==> src/rtl/fifo_reader_if.sv <==
// Pop-side handshake of a first-word fall-through byte FIFO.
// The reader (master) issues remove; the FIFO (slave) presents empty and its head entry.
interface fifo_reader_if #(
  parameter int WIDTH = 8
);
  logic             remove;
  logic             empty;
  logic [WIDTH-1:0] fifo_data;

  modport master (
    output remove,
    input  empty,
    input  fifo_data
  );

  modport slave (
    input  remove,
    output empty,
    output fifo_data
  );
endinterface

==> src/rtl/fifo_reader.sv <==
// Consumer end of the byte FIFO: pops on a fixed interval or a manual step and
// keeps the last four popped bytes as a history word for the display.
module fifo_reader #(
  parameter int WIDTH    = 8,
  parameter int INTERVAL = 50000000,
  parameter int TW       = 26
) (
  input  logic                 ck,
  input  logic                 reset,
  input  logic                 enable,
  input  logic                 step,
  input  logic                 clear,
  fifo_reader_if.master        fifo,
  output logic [4*WIDTH-1:0]   history,
  output logic [2:0]           count,
  output logic                 waiting
);

  typedef enum logic [1:0] {
    S_IDLE,
    S_WAIT,
    S_POP,
    S_GAP
  } state_t;

  localparam logic [TW-1:0] TIMER_LAST = TW'(INTERVAL - 1);

  state_t        state;
  logic [TW-1:0] timer;
  logic          expired;

  assign expired = (timer == TIMER_LAST);

  // The pop strobe is combinational so a flush (clear) or a drained FIFO in the
  // POP cycle suppresses it in that same cycle.
  assign fifo.remove = (state == S_POP) & ~fifo.empty & ~clear;
  assign waiting     = (state == S_WAIT) & expired & fifo.empty;

  always_ff @(posedge ck or negedge reset) begin
    if (!reset) begin
      state   <= S_IDLE;
      timer   <= '0;
      history <= '0;
      count   <= 3'd0;
    end else if (clear) begin
      state   <= S_IDLE;
      timer   <= '0;
      history <= '0;
      count   <= 3'd0;
    end else begin
      case (state)
        S_IDLE: begin
          timer <= '0;
          if (step && !fifo.empty) begin
            state <= S_POP;
          end else if (enable) begin
            state <= S_WAIT;
          end
        end

        // Timer saturates at INTERVAL-1; a starved expiry stays here until data shows up.
        S_WAIT: begin
          if (!enable) begin
            state <= S_IDLE;
            timer <= '0;
          end else if (step && !fifo.empty) begin
            state <= S_POP;
            timer <= '0;
          end else if (expired) begin
            if (!fifo.empty) begin
              state <= S_POP;
              timer <= '0;
            end
          end else begin
            timer <= timer + TW'(1);
          end
        end

        S_POP: begin
          if (fifo.remove) begin
            history <= {history[3*WIDTH-1:0], fifo.fifo_data};
            if (count != 3'd4) begin
              count <= count + 3'd1;
            end
          end
          state <= S_GAP;
        end

        S_GAP: begin
          timer <= '0;
          state <= enable ? S_WAIT : S_IDLE;
        end

        default: begin
          state <= S_IDLE;
          timer <= '0;
        end
      endcase
    end
  end

endmodule

==> src/flat_wrapper.sv <==
// flat-port wrapper written by rule: the top's interface ports become plain ports
module fifo_reader_flat 
#(
  parameter int WIDTH    = 8,
  parameter int INTERVAL = 50000000,
  parameter int TW       = 26
)
  (ck, reset, enable, step, clear, history, count, waiting, fifo_remove, fifo_empty, fifo_fifo_data);
  fifo_reader_if #(.WIDTH(WIDTH)) fifo_i ();
  input  logic ck;
  input  logic reset;
  input  logic enable;
  input  logic step;
  input  logic clear;
  output logic [4*WIDTH-1:0] history;
  output logic [2:0] count;
  output logic waiting;
  output wire logic [$bits(fifo_i.remove)-1:0] fifo_remove;
  input wire logic [$bits(fifo_i.empty)-1:0] fifo_empty;
  input wire logic [$bits(fifo_i.fifo_data)-1:0] fifo_fifo_data;
  assign fifo_remove = fifo_i.remove;
  assign fifo_i.empty = fifo_empty;
  assign fifo_i.fifo_data = fifo_fifo_data;
  fifo_reader #(.WIDTH(WIDTH), .INTERVAL(INTERVAL), .TW(TW)) u_core (.ck(ck), .reset(reset), .enable(enable), .step(step), .clear(clear), .fifo(fifo_i), .history(history), .count(count), .waiting(waiting));
endmodule
==> config.mk <==
export PLATFORM = sky130hd
export DESIGN_NAME = fifo_reader_flat
export DESIGN_NICKNAME = d
export VERILOG_FILES = /design/src/rtl/fifo_reader_if.sv /design/src/rtl/fifo_reader.sv /design/src/flat_wrapper.sv
export SDC_FILE = /design/constraint.sdc
export NUM_CORES = 1
export LEC_CHECK = 0
export BUFFER_PORTS_ARGS = -buffer_cell sky130_fd_sc_hd__clkbuf_2
export CORE_MARGIN = 3
export CORE_UTILIZATION = 61
export CTS_CLUSTER_DIAMETER = 40
export DETAILED_ROUTE_END_ITERATION = 7
export GPL_ROUTABILITY_DRIVEN = 0
export PLACE_DENSITY = 0.91
export SLEW_MARGIN = 15
export SYNTH_ARGS = -nofsm -noshare
export SYNTH_HDL_FRONTEND = slang
export SYNTH_SLANG_ARGS = --single-unit
==> constraint.sdc <==
create_clock -name ck -period 3.9 [get_ports ck]
set_input_delay 0.39 -clock ck [delete_from_list [all_inputs] [get_ports ck]]
set_output_delay 0.39 -clock ck [all_outputs]
set_load 0.02 [all_outputs]
# [Yosys cells after proc, flatten, opt, wreduce, memory -nomap -nowiden]
# Index checks and enable logic that the tools add are counted.
[classes] n_addsub=2 eq_ne=9 mux=22 bitwise_logic=6 reduce_logical=12
[ops] op="26-bit two-way mux" count=5
[ops] op="32-bit two-way mux" count=3
[ops] op="26-bit case mux with 2 select lines" count=1
[ops] op="26-bit by 1-bit adder with 26-bit output, second input constant" count=1
[ops] op="26-bit equality test, second input constant" count=1
[ops] op="2-bit two-way mux" count=7
[ops] op="3-bit two-way mux" count=4
[ops] op="2-bit case mux with 4 select lines" count=1
[ops] op="6-bit inequality test, second input constant" count=1
[ops] op="3-bit AND reduction" count=2
[ops] op="2-bit nonzero test" count=3
[ops] op="5-bit by 4-bit inequality test with 1-bit output, second input constant" count=1
[ops] op="5-bit inequality test, second input constant" count=1
[ops] op="1-bit bitwise AND" count=4
[ops] op="2-bit equality test, second input constant" count=2
[ops] op="4-bit by 3-bit inequality test with 1-bit output, second input constant" count=1
[ops] op="2-bit AND reduction" count=2
[ops] op="3-bit by 1-bit adder with 3-bit output, second input constant" count=1
[ops] op="3-bit inequality test, second input constant" count=1
[ops] op="3-bit nonzero test" count=1
[ops] op="2-bit by 1-bit equality test with 1-bit output, second input constant" count=1
[ops] op="2-bit zero test" count=1
[ops] op="1-bit NOT" count=2
[ops] op="2-bit OR reduction" count=1
[ops] op="3 further kinds" count=3
[totals] output_inout_bits=37 reg_bits=63 inputBits=14 elab_cells=55

# [Depth between registers and ports, before layout]
# Gate-level depths: netlist of run 1.
[logic_depth] word_depth=6 depth_mapped=8

# [Worst setup path before layout of run 1]
# OpenSTA, ideal clock, no wires.
[synth_timing] path_type="register -> register" start="register u_core.timer[7]" end="register u_core.timer[13]" n_path_buf=3 path_slack_ns=1.634 t_arrival_ns=2.180 path_stages_with_launch=9 setup_ns=0.086 period_less_slack_ns=2.266 path_cell_list="dfrtp_1 > buf_2 > or4b_1 > or4_4 > o31ai_4 > buf_6 > buf_6 > a21oi_1 > o22ai_1"
[synth_via] elab_chain_len=6 elab_cells_between_ends=9 classes_between="1 x add/sub; 2 x eq/ne; 5 x mux; 1 x reduce/logical"
[synth_rtl] element="from (decl)" line="fifo_reader.sv:29" rtl="logic [TW-1:0] timer;"
[synth_rtl] element="from (signal assigned)" line="fifo_reader.sv:75" rtl="timer <= timer + TW'(1);"
[synth_rtl] element="26-bit by 1-bit adder with 26-bit output / 26-bit equality test (equally long branches)" line="fifo_reader.sv:75, fifo_reader.sv:32"
[synth_rtl] element="26-bit two-way mux" line="fifo_reader.sv:69" rtl="end else if (expired) begin"
[synth_rtl] element="26-bit two-way mux" line="fifo_reader.sv:66" rtl="end else if (step && !fifo.empty) begin"
[synth_rtl] element="26-bit two-way mux" line="fifo_reader.sv:63" rtl="if (!enable) begin"
[synth_rtl] element="26-bit case mux with 2 select lines" line="fifo_reader.sv:51" rtl="case (state)"
[synth_rtl] element="26-bit two-way mux" line="fifo_reader.sv:45" rtl="end else if (clear) begin"
# Parallel ways exist; a longest one is shown, timed or not.
# A chain may end at the register's enable or synchronous reset.

# [Final worst setup path of run 1]
[layout_timing] start="register u_core.timer[9]" end="register u_core.timer[21]"
# The elaborated chain is that of the path after synthesis.

==> flow_summary_export.csv, run 1 <==
group,metric,value,unit
outcome,status,"finished, final reports clean",
timing,fin_crit,3.00,ns
critical_path,start_kind,"flip-flop",
placement,dp_slack,0.920,ns
drt,first_iter_violations,395,
pwr,vdd_drop_max,0.000350,V
drt,drcViolationCount,0,
final_layout,fin_cells,504,
final_layout,drive_gt1_share,18.7,%
critical_path,cp_max_fo,19,
final_layout,syn_to_final_growth,14.8,%
yosys,synth_edf_count,0,
die,core_area,5200,um2
timing,hold_viol_final,0,
final_layout,n_antenna_cell,0,
timing,drv_slew,0,
timing,setup_violations,0,
yosys,ys_top_cells_by_area,"dfrtp_1, nand2_1, a21oi_1",
final_layout,fill_cells,367,
die,rows,26,
pwr,p_leak,1.64,nW
critical_path,r2r-start,"u_core.timer[9]$_DFFE_PN0P_",
global_routing,first_global_vias,2828,
timing,finalSetupTns,0,ns
drt,wire_per_inst,15.5,um
placement,place_inst,488,
final_layout,fin_nets,451,
yosys,synthSimpleGateAreaFrac,26.4,%
yosys,async_reset_ff_share,100,%
job,maxCapViolations,0,
yosys,ys_ff_latch,63,
global_routing,grt_max_degree,42,
final_layout,design_area,3840,um2
timing,worst_pin_slew,0.983,ns
yosys,syn_area,3340,um2
timing,fin_ws,0.903,ns
hold_path,min_path_type,"in -> async",
timing,maxSlewHeadroom,34.4,%
yosys,synthCells,385,
drt,vias,3090,
global_routing,grt_first_pass_wirelength,13.2,mm
yosys,synth_adder_area_share,2.99,%
critical_path,cp-end-kind,"flip-flop",
drt,totalWireLength,7.79,mm
cts,clock_latency,0.34,ns
die,initial_core_util,64.2,%
yosys,synth_mux_area_share,3.29,%
cts,cts_max_level,3,
timing,max_freq,334,MHz
global_routing,grt_usage,26.4,%
placement,dpl_cell_area,3630,um2
critical_path,critPathRequiredTime,4.13,ns
critical_path,cp.arrival,3.23,ns
yosys,synth-compound-area-share,14.3,%
drt,dr.pass1.iters,5,
yosys,synth.top_cell.area_share,47.2,%
global_routing,overflow,0,
cts,post_cts_resized,0,
cts,cts_sinks,63,
cts,clk_pin_slew,0.08,ns
critical_path,critPathKind,"reg -> reg",
placement,portBuffers,50,
drt,ant_nets,0,
global_routing,antenna_found_initial,0,
cts,clockBufferDepth,2,
final_layout,utilization,73.7,%
critical_path,rrSetupSlack,0.90,ns
die,die_h,80.0,um
pwr,power_density,444,nW/um2
yosys,yosysTopAreaCell,"dfrtp_1",
cts,clock-root-buffer,"clkbuf_8",
yosys,synth_seq_area_share,47.2,%
yosys,synth_xor_area_share,0.262,%
cts,cts_tree,"built",
die,die_w,80.0,um
timing,rsz0062_at_grt,"no",
yosys,synth_top_family_by_area,"simple AND/OR/NAND/NOR gates",
die,io_pins,51,
placement,dp_hpwl,5.20,mm
timing,min_period_over_period,76.9,%
die,die-area,6400,um2
critical_path,worstReg2RegEnd,"u_core.timer[21]$_DFFE_PN0P_",
yosys,yosysUniqueCellTypes,42,
yosys,synth.net_count,407,
yosys,synth_flop_cell,"dfrtp_1",
critical_path,crit_path_end,"u_core.timer[21]$_DFFE_PN0P_",
timing,skew,0.0132,ns
yosys,syn_avg_cell_area,8.68,um2
critical_path,reg2regPathDepth,6,
cts,cts-buffers-inserted,9,
yosys,synth_warnings,0,
cts,post_cts_buffers,0,
cts,holdBufCountCts,0,
critical_path,timing.critical_path.from,"u_core.timer[9]$_DFFE_PN0P_",
drt,drt-vias-per-instance,6.13,
-- worst max-delay path, stage by stage, from the launching register on --
cell and delay (ns):
dfrtp_1 0.44, or4b_2 0.67, nor4_1 0.55, a31oi_2 0.52, buf_4 0.36, a21o_1 0.17, a21o_1 0.17
-- synthesized netlist by cell type, types with 2 or more instances --
master	number
a21o_1	3
a21oi_1	55
a31oi_1	2
and2_1	3
and3_1	7
buf_2	2
buf_6	3
clkbuf_1	20
dfrtp_1	63
ha_1	8
inv_1	17
mux2i_1	11
nand2_1	83
nand2b_1	4
nand3_1	18
nand3b_1	5
nand4_1	21
nand4b_1	3
nor2_1	11
nor2b_1	3
nor3_1	2
o2111ai_1	2
o21ai_0	2
o21ai_1	5
o22ai_1	10
or3_1	3
or4_1	4
-- cells by family after synthesis --
group                    after synthesis
flip-flops                            63
XOR/XNOR                               1
buffers and inverters                 43
multiplexers                          11
AO/OA/AOI/OAI                         84
adder cells (fa/ha/maj)                8
AND/OR/NAND/NOR                      175
-- worst min-delay path by stage --
stage,endpoint,slack [ns],depth (start not counted)
floorplan,u_core.count[0]$_DFFE_PN0P_,0.09,0
finish,u_core.history[28]$_DFFE_PN0P_,0.20,1
global placement,u_core.timer[25]$_DFFE_PN0P_,0.47,1
detailed placement,u_core.timer[23]$_DFFE_PN0P_,0.50,1
global route,u_core.history[2]$_DFFE_PN0P_,0.26,3
CTS,u_core.history[28]$_DFFE_PN0P_,0.23,1
-- metrics by stage --
stage,hold slack (ns),total power [mW]
6_report,0.198,1.70
3_5_place_dp,0.498,1.13
5_1_grt,0.262,1.80
4_1_cts,0.233,1.71
2_1_floorplan,0.0944,1.04
3_3_place_gp,0.474,1.12
-- power breakdown --
group	internal, mW	leakage [nW]	switching (mW)
registers	0.677	0.877	0.0256
clock network	0.300	0.0925	0.274
logic	0.142	0.671	0.284
total	1.12	1.64	0.583
-- per-layer routing --
layer | share of wire [%] | GRT usage [%] | vias to the layer above
met2 | 51 | 41.8 | 152
li1 | - | - | 1445
met1 | 40 | 36.1 | 1473
met3 | 6.7 | 4.40 | 20
met5 | 0 | 0 | -
met4 | 2.1 | 11.0 | 0
-- registers in the layout (all words and copies together), names as in the netlist --
signal	flops
u_core.state	2
u_core.timer	26
u_core.count	3
u_core.history	32
-- cells in the final DEF (no fill, tap or decap), types with 2 or more instances in the layout --
| master | count |
|---|---|
| o22ai_1 | 10 |
| nand2b_1 | 4 |
| clkinvlp_4 | 3 |
| dfrtp_1 | 63 |
| or3_1 | 3 |
| and2_1 | 3 |
| mux2i_1 | 11 |
| nand2_1 | 83 |
| a21o_1 | 3 |
| nand4_1 | 21 |
| o21ai_1 | 5 |
| a21oi_1 | 55 |
| ha_1 | 8 |
| nand3_1 | 18 |
| nor3_1 | 2 |
| o21ai_0 | 2 |
| clkbuf_8 | 9 |
| inv_6 | 2 |
| inv_1 | 17 |
| nor2b_1 | 2 |
| nor2_1 | 11 |
| clkbuf_2 | 50 |
| or4_1 | 4 |
| nand4b_1 | 3 |
| buf_4 | 9 |
| o2111ai_1 | 2 |
| and3_1 | 7 |
| nand3b_1 | 5 |
-- layout make-up --
type,count,area (um2),share of cell area (%)
inverter,17,63.8,1.66
multi-input combinational,279,1590,41.4
clock inverter,7,78.8,2.05
clock buffer,9,124,3.23
tap,70,87.6,2.28
sequential,63,1580,41.1
timing repair buffer,59,318,8.28
Note: power is estimated with default switching activity, not from simulation.
==> run 2: changes to the inputs <==
ABC_AREA = 1   (was not set)
CORE_UTILIZATION = 57   (was 61)
PLACE_DENSITY = 0.86   (was 0.91)
clock period = 3 ns   (was 3.9 ns; I/O delays follow)
==> run 2 against run 1 <==
Net effect: clock skew shrank 0.0054 ns; combinational power is 20% higher; first-iteration DRC count shrank 25%; worst hold slack got worse by 0.027 ns; highest routed layer unchanged; clock power up 29%; sequential share of layout area shrank 0.87 points; critical path depth rose by 2; worst setup slack worse by 0.14 ns.
==> flow_summary_export.csv, run 2 <==
group,metric,value,unit
hold_path,whs_path_depth,3,
final_layout,top_regs,"u_core.history: 32 flops, u_core.timer: 26 flops, u_core.count: 3 flops",
cts,cts_max_level,3,
final_layout,multi_input_area,1450,um2
pwr,p_leak,1.92,nW
die,io_pins,51,
global_routing,grt_first_pass_wirelength,13.4,mm
die,initial_core_util,60.2,%
timing,rsz0062_at_grt,"no",
cts,clockBufferDepth,2,
cts,clk_pin_slew,0.07,ns
die,die_h,83.2,um
final_layout,layout_commonest_cell,"nand2_1",
timing,maxSlewHeadroom,58.2,%
timing,worst_pin_slew,0.627,ns
drt,first_iter_violations,295,
hold_path,hold_end,"u_core.history[2]$_DFFE_PN0P_",
timing,hold_viol_final,0,
hold_path,min_path_type,"in -> reg",
die,rows,27,
drt,dr.pass1.iters,5,
cts,post_cts_resized,0,
critical_path,cp_max_fo,4,
critical_path,crit_path_frequent_cell,"nand2_1",
yosys,synth.net_count,467,
critical_path,rrSetupSlack,0.91,ns
yosys,synth.top_cell.area_share,46.4,%
critical_path,reg2regPathDepth,7,
yosys,yosysUniqueCellTypes,27,
timing,timing.hold.ws,0.171,ns
yosys,synth_flop_cell,"dfrtp_1",
cts,clock_latency,0.33,ns
placement,dpl_cell_area,3710,um2
placement,dp_hpwl,5.75,mm
timing,drv_slew,0,
timing,fin_crit,2.24,ns
global_routing,overflow,0,
yosys,synth_edf_count,0,
yosys,yosysMostFrequentCell,"nand2_1",
global_routing,antenna_found_initial,0,
yosys,ys_ff_latch,63,
critical_path,worstReg2RegEnd,"u_core.history[24]$_DFFE_PN0P_",
timing,setup_violations,0,
cts,cts_tree,"built",
critical_path,cp-end-kind,"output pin",
die,die-area,6920,um2
drt,ant_nets,0,
cts,cts-buffers-inserted,9,
yosys,synth_warnings,0,
outcome,status,"finished, final reports clean",
final_layout,largest_register_ffs,32,
yosys,yosysTopAreaCell,"dfrtp_1",
yosys,syn_area,3400,um2
placement,dp_slack,0.937,ns
critical_path,cp.arrival,1.94,ns
cts,holdBufCountCts,1,
final_layout,seq_area,1580,um2
timing,min_period_over_period,74.6,%
critical_path,path_cells,"inv_1 -> nand2_1 -> nor2_1 -> nand2_1 -> nor2_4 -> nand2_1 -> nor3_1 -> clkbuf_2",
yosys,async_reset_ff_share,100,%
critical_path,critPathKind,"reg -> out",
drt,drcViolationCount,0,
final_layout,fill_cells,430,
timing,finalSetupTns,0,ns
timing,skew,0.00782,ns
cts,post_cts_buffers,0,
final_layout,design_area,3920,um2
drt,wire_per_inst,13.4,um
placement,place_inst,560,
cts,cts_sinks,63,
pwr,power_density,554,nW/um2
job,maxCapViolations,0,
yosys,synthCells,445,
pwr,vdd_drop_max,0.000364,V
final_layout,fin_cells,577,
final_layout,layout_common_cells,"nand2_1, inv_1, dfrtp_1",
yosys,syn_avg_cell_area,7.63,um2
timing,max_freq,447,MHz
final_layout,syn_to_final_growth,15.4,%
drt,drt-vias-per-instance,5.49,
final_layout,fin_nets,522,
yosys,ys_top_cells_by_area,"dfrtp_1, nand2_1, inv_1",
hold_path,hold_start,"fifo_fifo_data[2]",
die,die_w,83.2,um
critical_path,start_kind,"flip-flop",
global_routing,first_global_vias,2999,
critical_path,critPathRequiredTime,2.70,ns
global_routing,grt_max_degree,52,
yosys,synth_seq_area_share,46.4,%
critical_path,critPathSlowestCell,"dfrtp_1",
cts,clock-root-buffer,"clkbuf_8",
final_layout,n_antenna_cell,0,
global_routing,grt_usage,23.4,%
final_layout,drive_gt1_share,16.6,%
drt,vias,3170,
critical_path,max_stage_delay,0.42,ns
drt,totalWireLength,7.74,mm
critical_path,r2r-start,"u_core.state[0]$_DFFE_PN0P_",
final_layout,top_register,"u_core.history",
placement,portBuffers,50,
timing,fin_ws,0.763,ns
die,core_area,5640,um2
yosys,synthTopCellsByCount,"nand2_1, inv_1, dfrtp_1",
-- run 2: layout make-up --
type	count	share of cell area, %
repair buffers	54	7.53
flip-flops and latches	63	40.2
well taps	72	2.30
multi-input cells	290	37.0
clock buffers	11	3.61
clock inverters	5	1.47
inverters	82	7.85
-- run 2: critical path: cells and delay by family (launching register included) --
family	cells	cell delay, ns
buffers and inverters	2	0.34
DFF	1	0.42
and+or+nand+nor	6	0.84
-- run 2: worst max path at each step --
stage	slack (ns)	endpoint	startpoint	cells past startpoint
after CTS	0.80	waiting	u_core.timer[0]$_DFFE_PN0P_	8
after detailed placement	0.94	u_core.history[24]$_DFFE_PN0P_	u_core.state[0]$_DFFE_PN0P_	7
after global placement	0.99	u_core.history[31]$_DFFE_PN0P_	u_core.state[0]$_DFFE_PN0P_	7
after global routing	0.67	u_core.timer[6]$_DFFE_PN0P_	u_core.state[1]$_DFFE_PN0P_	11
final	0.76	waiting	u_core.timer[11]$_DFFE_PN0P_	8
after floorplan	1.19	waiting	u_core.timer[0]$_DFFE_PN0P_	7
-- run 2: cells by family (layout without fill, tap and decap cells) --
logic type | Yosys count | in the layout | synth area share, %
AND/OR/NAND/NOR | 215 | 215 | 28.9
buffers and inverters | 92 | 152 | 10.8
adder cells (fa/ha/maj) | 8 | 8 | 2.95
flip-flops | 63 | 63 | 46.4
AO/OA/AOI/OAI | 67 | 67 | 10.9
-- run 2: per-stage QoR --
| stage | total power, mW | util, % |
|---|---|---|
| final | 2.17 | 69.5 |
| after global routing | 2.31 | 69.5 |
| after CTS | 2.17 | 69.5 |
| after detailed placement | 1.44 | 65.8 |
| after global placement | 1.42 | 65.8 |
| after floorplan | 1.31 | - |
-- run 2: layer usage --
metal  vias to the layer above  part of all wire (%)  global-route usage (%)
li1                       1546                     -                       -
met2                       142                    47                    38.3
met1                      1469                    43                    29.8
met5                         -                     0                       0
met4                         0                   1.7                    8.92
met3                        13                   8.1                    6.35
-- run 2: report_power, final --
part	leakage, nW	switching (mW)	total [mW]	internal (mW)
Clock	0.103	0.336	0.742	0.407
Sequential	0.876	0.0310	0.917	0.886
Combinational	0.939	0.370	0.512	0.142
==> run 3: changes to the inputs <==
ABC_AREA = 0   (was 1)
CORE_UTILIZATION = 51   (was 57)
PLACE_DENSITY = 0.82   (was 0.86)
clock period = 1.8 ns   (was 3 ns; I/O delays follow)
==> run 3 against run 2 <==
Net effect: the flow now finishes with violations (negative setup slack); sequential power is 65% higher; global-route usage is 0.058 points lower; worst hold slack worse by 0.12 ns; largest cell class is now multi-input gates; largest power group is now combinational logic.
==> flow_summary_export.csv, run 3 (synthesis gave the netlist of run 1 again) <==
group,metric,value,unit
outcome,status,"complete, but fails checks",
outcome,violations,"negative setup slack",
hold_path,hold_start,"fifo_fifo_data[5]",
pwr,power_density,936,nW/um2
hold_path,min_path_type,"in -> reg",
timing,setup_violations,29,
drt,drt-vias-per-instance,5.95,
cts,clockBufferDepth,2,
pwr,clkPwrFrac,28.3,%
final_layout,layout_commonest_cell,"nand2_1",
die,initial_core_util,54.5,%
global_routing,use_met1,30.4,%
critical_path,start_kind,"flip-flop",
timing,rsz0062_at_grt,"yes",
drt,first_iter_violations,232,
critical_path,r2r-start,"u_core.timer[16]$_DFFE_PN0P_",
pwr,vdd_drop_max,0.000586,V
timing,fin_ws,-0.562,ns
hold_path,hold_end,"u_core.history[5]$_DFFE_PN0P_",
cts,clock_latency,0.34,ns
drt,ant_nets,0,
drt,wire_per_inst,16.6,um
critical_path,reg2regPathDepth,7,
pwr,p_leak,2.01,nW
critical_path,cp_max_fo,6,
final_layout,largest_register_ffs,32,
drt,drcViolationCount,0,
pwr,p_sw,1.46,mW
final_layout,utilization,74.6,%
drt,vias,3373,
die,core_area,6130,um2
die,io_pins,51,
cts,clock-root-buffer,"clkbuf_8",
cts,cts_tree,"built",
timing,drv_slew,0,
global_routing,antenna_found_initial,0,
pwr,p_int,2.82,mW
global_routing,overflow,0,
critical_path,rrSetupSlack,-0.56,ns
final_layout,syn_to_final_growth,36.9,%
final_layout,top_register,"u_core.history",
timing,min_period_over_period,131,%
timing,finalSetupTns,-14.55,ns
critical_path,cp-end-kind,"flip-flop",
pwr,swShare,34.1,%
job,maxCapViolations,0,
timing,skew,0.00733,ns
critical_path,worstReg2RegEnd,"u_core.timer[16]$_DFFE_PN0P_",
pwr,power,4.28,mW
critical_path,cp.arrival,2.62,ns
global_routing,first_global_vias,3095,
die,rows,28,
die,die_w,87.0,um
placement,dp_hpwl,5.55,mm
final_layout,top_regs,"u_core.history: 32 flops, u_core.timer: 26 flops, u_core.count: 3 flops",
timing,fin_crit,2.36,ns
final_layout,layout_common_cells,"nand2_1, dfrtp_1, buf_4",
pwr,comb_power_share,36.4,%
global_routing,top_usage_layer,"met2",
cts,cts_max_level,3,
global_routing,globalRouteMet3Util,5.49,%
final_layout,drive_gt1_share,32.5,%
final_layout,fin_cells,567,
global_routing,use_met2,37.5,%
critical_path,critPathKind,"reg -> reg",
final_layout,n_antenna_cell,0,
global_routing,grt_max_degree,64,
drt,dr.pass1.iters,6,
placement,portBuffers,50,
timing,max_freq,423,MHz
pwr,seqPwrFrac,35.3,%
global_routing,grt_usage,23.4,%
cts,cts_sinks,63,
die,die-area,7560,um2
global_routing,grt_first_pass_wirelength,14.1,mm
final_layout,fin_nets,509,
drt,totalWireLength,9.40,mm
critical_path,critPathRequiredTime,2.06,ns
cts,clk_pin_slew,0.07,ns
placement,place_inst,532,
die,die_h,87.0,um
cts,cts-buffers-inserted,9,
timing,timing.hold.ws,0.0557,ns
timing,maxSlewHeadroom,74.7,%
timing,worst_pin_slew,0.379,ns
timing,hold_viol_final,0,
hold_path,whs_path_depth,3,
## run 3: routing by layer
layer  vias up  part of all wire [%]
met2       163                    51
met5         -                     0
met4         0                   2.2
met3        26                   7.3
met1      1629                    40
li1       1555                     -
## run 3: how the worst max path moves through the flow
stage / startpoint / endpoint / slack (ns) / depth (start not counted)
floorplan: u_core.timer[7]$_DFFE_PN0P_ / u_core.timer[12]$_DFFE_PN0P_ / -0.39 / 8
global placement: u_core.timer[16]$_DFFE_PN0P_ / u_core.timer[6]$_DFFE_PN0P_ / -0.36 / 6
detailed placement: u_core.timer[16]$_DFFE_PN0P_ / u_core.timer[7]$_DFFE_PN0P_ / -0.41 / 6
CTS: u_core.timer[10]$_DFFE_PN0P_ / waiting / -0.47 / 6
global route: u_core.timer[16]$_DFFE_PN0P_ / u_core.timer[5]$_DFFE_PN0P_ / -0.65 / 7
finish: u_core.timer[16]$_DFFE_PN0P_ / u_core.timer[16]$_DFFE_PN0P_ / -0.56 / 7
## run 3: power by group through the flow
stage	registers, mW	clock network [mW]	logic (mW)
floorplan	1.57	0	0.690
global placement	1.54	0	1.06
detailed placement	1.54	0	1.11
CTS	1.51	1.21	1.20
global route	1.52	1.30	1.67
finish	1.51	1.21	1.56
## run 3: metrics by stage
step,cell area (um2),worst slack [ns]
after global routing,4580,-0.650
final,4580,-0.562
after global placement,4020,-0.362
after floorplan,3390,-0.389
after detailed placement,4020,-0.406
after CTS,4330,-0.466
## run 3: critical path, cell delays in order, from the launching register on
cell,delay (ns)
dfrtp_1,0.41
or4_1,0.55
or4_4,0.56
o31ai_4,0.23
buf_6,0.17
clkbuf_16,0.15
a21oi_1,0.04
o22ai_1,0.16
## run 3: layout make-up
cell class / count / area [um2]
well taps: 75 / 93.8
inverters: 17 / 63.8
clock inverters: 6 / 61.3
multi-input cells: 279 / 1760
clock buffers: 10 / 128
fillers: 409 / 1560
repair buffers: 117 / 893
flip-flops and latches: 63 / 1580
## run 3: timing repair
item	CTS	global route
hold buffers	1	0
pin swaps	3	10
setup endpoints to repair	30	30
endpoints found under the hold margin	63	0
cloned	1	4
setup buffers	4	9
gates resized for setup	17	21
